===== src/rtl/geffe_word_packer.sv =====
// Packs the serial Geffe keystream (LSB-first) into WORD_W-bit words and queues them in a small FIFO.
// Optional repetition-count health test compiled in with `define HEALTH_TEST_EN.
module geffe_word_packer #(
    parameter int WORD_W     = 8,
    parameter int FIFO_DEPTH = 4,
    parameter int RUN_MAX    = 16
) (
    input  logic                          clk,
    input  logic                          rst,
    input  logic                          bit_in,
    input  logic                          bit_en,
    input  logic                          clear,
    output logic [WORD_W-1:0]             word_out,
    output logic                          word_valid,
    input  logic                          word_ready,
    output logic [$clog2(FIFO_DEPTH):0]   fifo_count,
    output logic                          overflow,
    output logic                          health_fail
);

    localparam int AW = $clog2(FIFO_DEPTH);
    localparam int CW = AW + 1;
    localparam int BW = $clog2(WORD_W);

    logic [WORD_W-1:0] shreg;
    logic [WORD_W-1:0] assembled;
    logic [BW-1:0]     bitcnt;
    logic [WORD_W-1:0] mem [FIFO_DEPTH];
    logic [AW-1:0]     wr_ptr;
    logic [AW-1:0]     rd_ptr;
    logic [CW-1:0]     count;
    logic              accept;
    logic              word_done;
    logic              full;
    logic              pop;
    logic              push;

`ifdef HEALTH_TEST_EN
    logic [7:0] runcnt;
    logic [7:0] run_next;
    logic       lastbit;
    logic       fail_q;

    // A clear in the same cycle unblocks the strobe and restarts the run at this bit.
    always_comb begin
        accept = bit_en & (~fail_q | clear);
        if (clear || bit_in != lastbit) begin
            run_next = 8'd1;
        end else if (runcnt == 8'hFF) begin
            run_next = runcnt;
        end else begin
            run_next = runcnt + 8'd1;
        end
    end

    always_ff @(posedge clk) begin
        if (!rst) begin
            runcnt  <= 8'd0;
            lastbit <= 1'b0;
            fail_q  <= 1'b0;
        end else begin
            if (clear) begin
                runcnt <= 8'd0;
                fail_q <= 1'b0;
            end
            if (accept) begin
                runcnt  <= run_next;
                lastbit <= bit_in;
                if (run_next == 8'(RUN_MAX)) begin
                    fail_q <= 1'b1;
                end
            end
        end
    end

    assign health_fail = fail_q;
`else
    assign accept      = bit_en;
    assign health_fail = 1'b0;
`endif

    // NOTE: every always_comb output gets a default first, so no path can infer a latch.
    always_comb begin
        assembled         = shreg;
        assembled[bitcnt] = bit_in;
    end

    assign word_done  = accept && (bitcnt == BW'(WORD_W - 1));
    assign full       = (count == CW'(FIFO_DEPTH));
    assign word_valid = (count != '0);
    assign pop        = word_valid & word_ready;
    assign push       = word_done & (~full | pop);
    assign word_out   = word_valid ? mem[rd_ptr] : '0;
    assign fifo_count = count;

    // NOTE: state registers use non-blocking assignments so every flop samples pre-edge values.
    always_ff @(posedge clk) begin
        if (!rst) begin
            shreg  <= '0;
            bitcnt <= '0;
        end else if (accept) begin
            shreg  <= word_done ? '0 : assembled;
            bitcnt <= word_done ? '0 : bitcnt + BW'(1);
        end
    end

    always_ff @(posedge clk) begin
        if (!rst) begin
            wr_ptr   <= '0;
            rd_ptr   <= '0;
            count    <= '0;
            overflow <= 1'b0;
        end else begin
            if (clear) begin
                overflow <= 1'b0;
            end
            if (word_done && full && !pop) begin
                overflow <= 1'b1;
            end
            if (push) begin
                wr_ptr <= wr_ptr + AW'(1);
            end
            if (pop) begin
                rd_ptr <= rd_ptr + AW'(1);
            end
            case ({push, pop})
                2'b10:   count <= count + CW'(1);
                2'b01:   count <= count - CW'(1);
                default: count <= count;
            endcase
        end
    end

    // NOTE: word storage has no reset; the count gates word_out, so stale entries are never visible.
    always_ff @(posedge clk) begin
        if (push) begin
            mem[wr_ptr] <= assembled;
        end
    end

endmodule


===== config.mk =====
export PLATFORM = sky130hd
export DESIGN_NAME = geffe_word_packer
export DESIGN_NICKNAME = d
export VERILOG_FILES = /design/src/rtl/geffe_word_packer.sv
export SDC_FILE = /design/constraint.sdc
export NUM_CORES = 1
export LEC_CHECK = 0
export ABC_AREA = 1
export BUFFER_PORTS_ARGS = -buffer_cell sky130_fd_sc_hd__buf_4
export CORE_ASPECT_RATIO = 1.75
export CORE_MARGIN = 5
export CORE_UTILIZATION = 40
export DETAILED_ROUTE_END_ITERATION = 8
export PLACE_DENSITY = 0.56
export SLEW_MARGIN = 15
export SYNTH_ARGS = -nofsm -noshare
export SYNTH_HDL_FRONTEND = slang
export SYNTH_SLANG_ARGS = --single-unit

===== constraint.sdc =====
create_clock -name clk -period 1.7 [get_ports clk]
set_input_delay 0.085 -clock clk [delete_from_list [all_inputs] [get_ports clk]]
set_output_delay 0.085 -clock clk [all_outputs]
set_load 0.01 [all_outputs]

==> metrics.cfg <==
[synthesis]
syn_area_sq_mm = 0.00234
synth_common_cells = 44 x nor2_1, 37 x nand2_1, 32 x edfxtp_1
synthArstFlopShare = 0
synth_most_common_cell = nor2_1
ys_warn_count = 0
yosysSeqAreaShare = 0.590
synthCells = 249
yosys.area.top_type = edfxtp_1
synth-seq-cells = 53
synth_ff_type = edfxtp_1
synth_nets = 262
yosys-top-cells-area = edfxtp_1 41%, dfxtp_1 18%, nor2_1 7.1%
ys_types = 25
synth_top_area_share = 0.410
synth_edf_count = 32
syn_area_per_cell_sq_um = 9.40

[min_path]
hold_start = clear
worstHoldPathType = input pin to register
min_to = overflow
hold_depth = 4

[clock_network]
post_cts_buffers = 0
cts-root-buf = clkbuf_8
clock_latency_ns = 0.31
path_clk_slew_ns = 0.10
cts_made_buffers = 5
tritoncts = yes
cts_buffer_depth = 2
clkSinkCount = 53
htree_levels = 2

[floorplan]
dieArea_sq_mm = 0.00754
rows = 37
die_width_um = 67.8
io_pins = 20
core-area_sq_mm = 0.00579
die_h_um = 111
initial_core_util = 0.405

[detailed_routing]
vias_per_cell = 4.86
firstDrtPassIters = 4
drc_errors = 0
via_count = 1753
initialDrtViolationCount = 75
wirelength_mm = 4.70
avgRoutedWirePerCell_um = 13.0
drt.antenna.violating_nets = 0

[power_and_ir_drop]
peakVddDrop_uv = 806
p_leak_nw = 1.07
powerDensity_mw_per_mm2 = 1210
p_total_w = 0.00336

[outcome]
status = complete, no violations

[timing]
whs_ns = 0.0202
fmax_mhz = 619
min_period_ns = 1.62
period_share = 0.951
slew_violations = 0
rsz0062_at_grt = no
hold_viol = 0
finalClockSkew_ns = 0.0104
setup_slack_ns = 0.0836
finalSetupViolCount = 0

[global_route]
overflow = 0
grt_use_total = 0.139
antenna_found_initial = 0
grt_pass1_wl_mm = 7.98
grt_max_degree = 17
grt_pass1_vias = 1752

[critical_path]
critPathArrivalTime_ns = 1.82
cpPeakStageDelay_ns = 0.37
worstPathCellList = ha_4 -> ha_4 -> nand2_4 -> nand2_4 -> fa_2 -> inv_2 -> nand4_1 -> a21oi_1 -> nor2_1
slowest_stage = fa_2
worstSetupEndpointType = register
cp.required_ns = 1.91
timing.rr.start = bitcnt[0]
r2r-end = fifo_count[2]
cp_max_fo = 2
rr_worst_depth = 9
start_kind = register
worstSetupPathType = register to register
rrSetupSlack_ns = 0.08

[place]
place_area_sq_mm = 0.00265
place.port_buffers = 18
pre_cts_ws_ns = -0.0264
dp_hpwl_mm = 3.39
gp_congestion = 0.769

[layout]
nets = 295
drive_gt1_frac = 0.212
multi_input_area_sq_um = 852
fill_cells = 568
area_growth_pct = 18.5
regArea_sq_mm = 0.00139
diodes = 0
final_area_sq_mm = 0.00277

[job]
cap_violations = 0

logic make-up (layout without fill, tap and decap cells):
logic type      count (synthesis)  count (layout)  share of synthesized area
other cells                     1               1                    0.00160
simple gates                  102             102                      0.192
fa+ha+maj                       7               7                     0.0406
buf+inv                        32              66                     0.0577
xor+xnor                        1               1                    0.00374
compound gates                 53              53                      0.114
flops                          53              53                      0.590
layout by cell type (no fill, tap or decap):
master,synthesis,layout
a211oi_1,1,1
a21oi_1,25,25
and2_4,1,1
buf_4,2,33
clkbuf_1,2,1
clkbuf_8,0,5
clkinvlp_4,0,2
conb_1,1,1
dfxtp_1,21,17
dfxtp_2,0,4
dlygate4sd3_1,0,1
edfxtp_1,32,32
fa_2,0,1
ha_1,6,4
ha_4,0,2
inv_1,19,18
inv_2,4,5
inv_4,1,1
nand2_1,37,37
nand2_2,1,1
nand2_4,4,4
nand3_1,11,11
nand4_1,3,3
nor2_1,44,44
nor2_4,1,1
o21ai_0,17,17
o21ai_1,10,10
xor2_1,1,1
critical path, delay by kind of cell (launching register included):
| kind | cells | cell delay, ns |
|---|---|---|
| flip-flops | 1 | 0.34 |
| adder cells (fa/ha/maj) | 3 | 0.69 |
| AO/OA/AOI/OAI | 1 | 0.15 |
| AND/OR/NAND/NOR | 4 | 0.30 |
| buffers and inverters | 1 | 0.05 |
how the worst max path moves through the flow:
| stage | startpoint | to | slack [ns] | depth (start not counted) |
|---|---|---|---|---|
| final | bitcnt[0] | fifo_count[2] | 0.08 | 9 |
| after global routing | fifo_count[0] | fifo_count[2] | 0.0003 | 10 |
| after CTS | bitcnt[0] | fifo_count[2] | 0.04 | 9 |
| after detailed placement | bitcnt[0] | fifo_count[2] | -0.03 | 9 |
| after global placement | bitcnt[0] | fifo_count[2] | 0.03 | 9 |
| after floorplan | bitcnt[0] | mem[0][0] | -0.06 | 6 |
report_power, final:
part	leakage, nW	internal [W]	switching (W)
registers	0.478	0.00142	0.0000619
clock network	0.0374	0.000291	0.000410
logic	0.557	0.000486	0.000685
total	1.07	0.00220	0.00116
what timing repair did:
item                                    4_1_cts  5_1_grt
endpoints found under the setup margin        1       17
hold buffers                                  1        0
resized for setup                             2        6
pin swaps                                     1        2
endpoints found under the hold margin         1        0
per-layer routing:
metal | up-vias | global-route usage | part of all wire
met1 | 807 | 0.140 | 0.38
li1 | 895 | - | -
met3 | 12 | 0.0274 | 0.037
met4 | 0 | 0.0651 | 0.036
met5 | - | 0 | 0
met2 | 39 | 0.258 | 0.54
sequential cells by signal, indices dropped and copies added, names as in the netlist, named ones only:
name,flops
rd_ptr,2
wr_ptr,2
bitcnt,3
mem,32
fifo_count,3
overflow,1
shreg,8
metrics by stage:
step            util  setup TNS [ns]  std cells
3_3_place_gp   0.457               0        352
5_1_grt        0.479               0        361
3_5_place_dp   0.457         -0.0264        352
6_report       0.479               0        361
2_1_floorplan      -           -1.80        249
4_1_cts        0.475               0        361
final cells by class:
cell class	instances	area share
multi-input cells	164	0.307
clock inverters	2	0.00541
clock buffers	6	0.0262
well taps	78	0.0352
inverters	24	0.0334
repair buffers	34	0.0929
flip-flops and latches	53	0.500
Power figures use the tool's default switching activity.
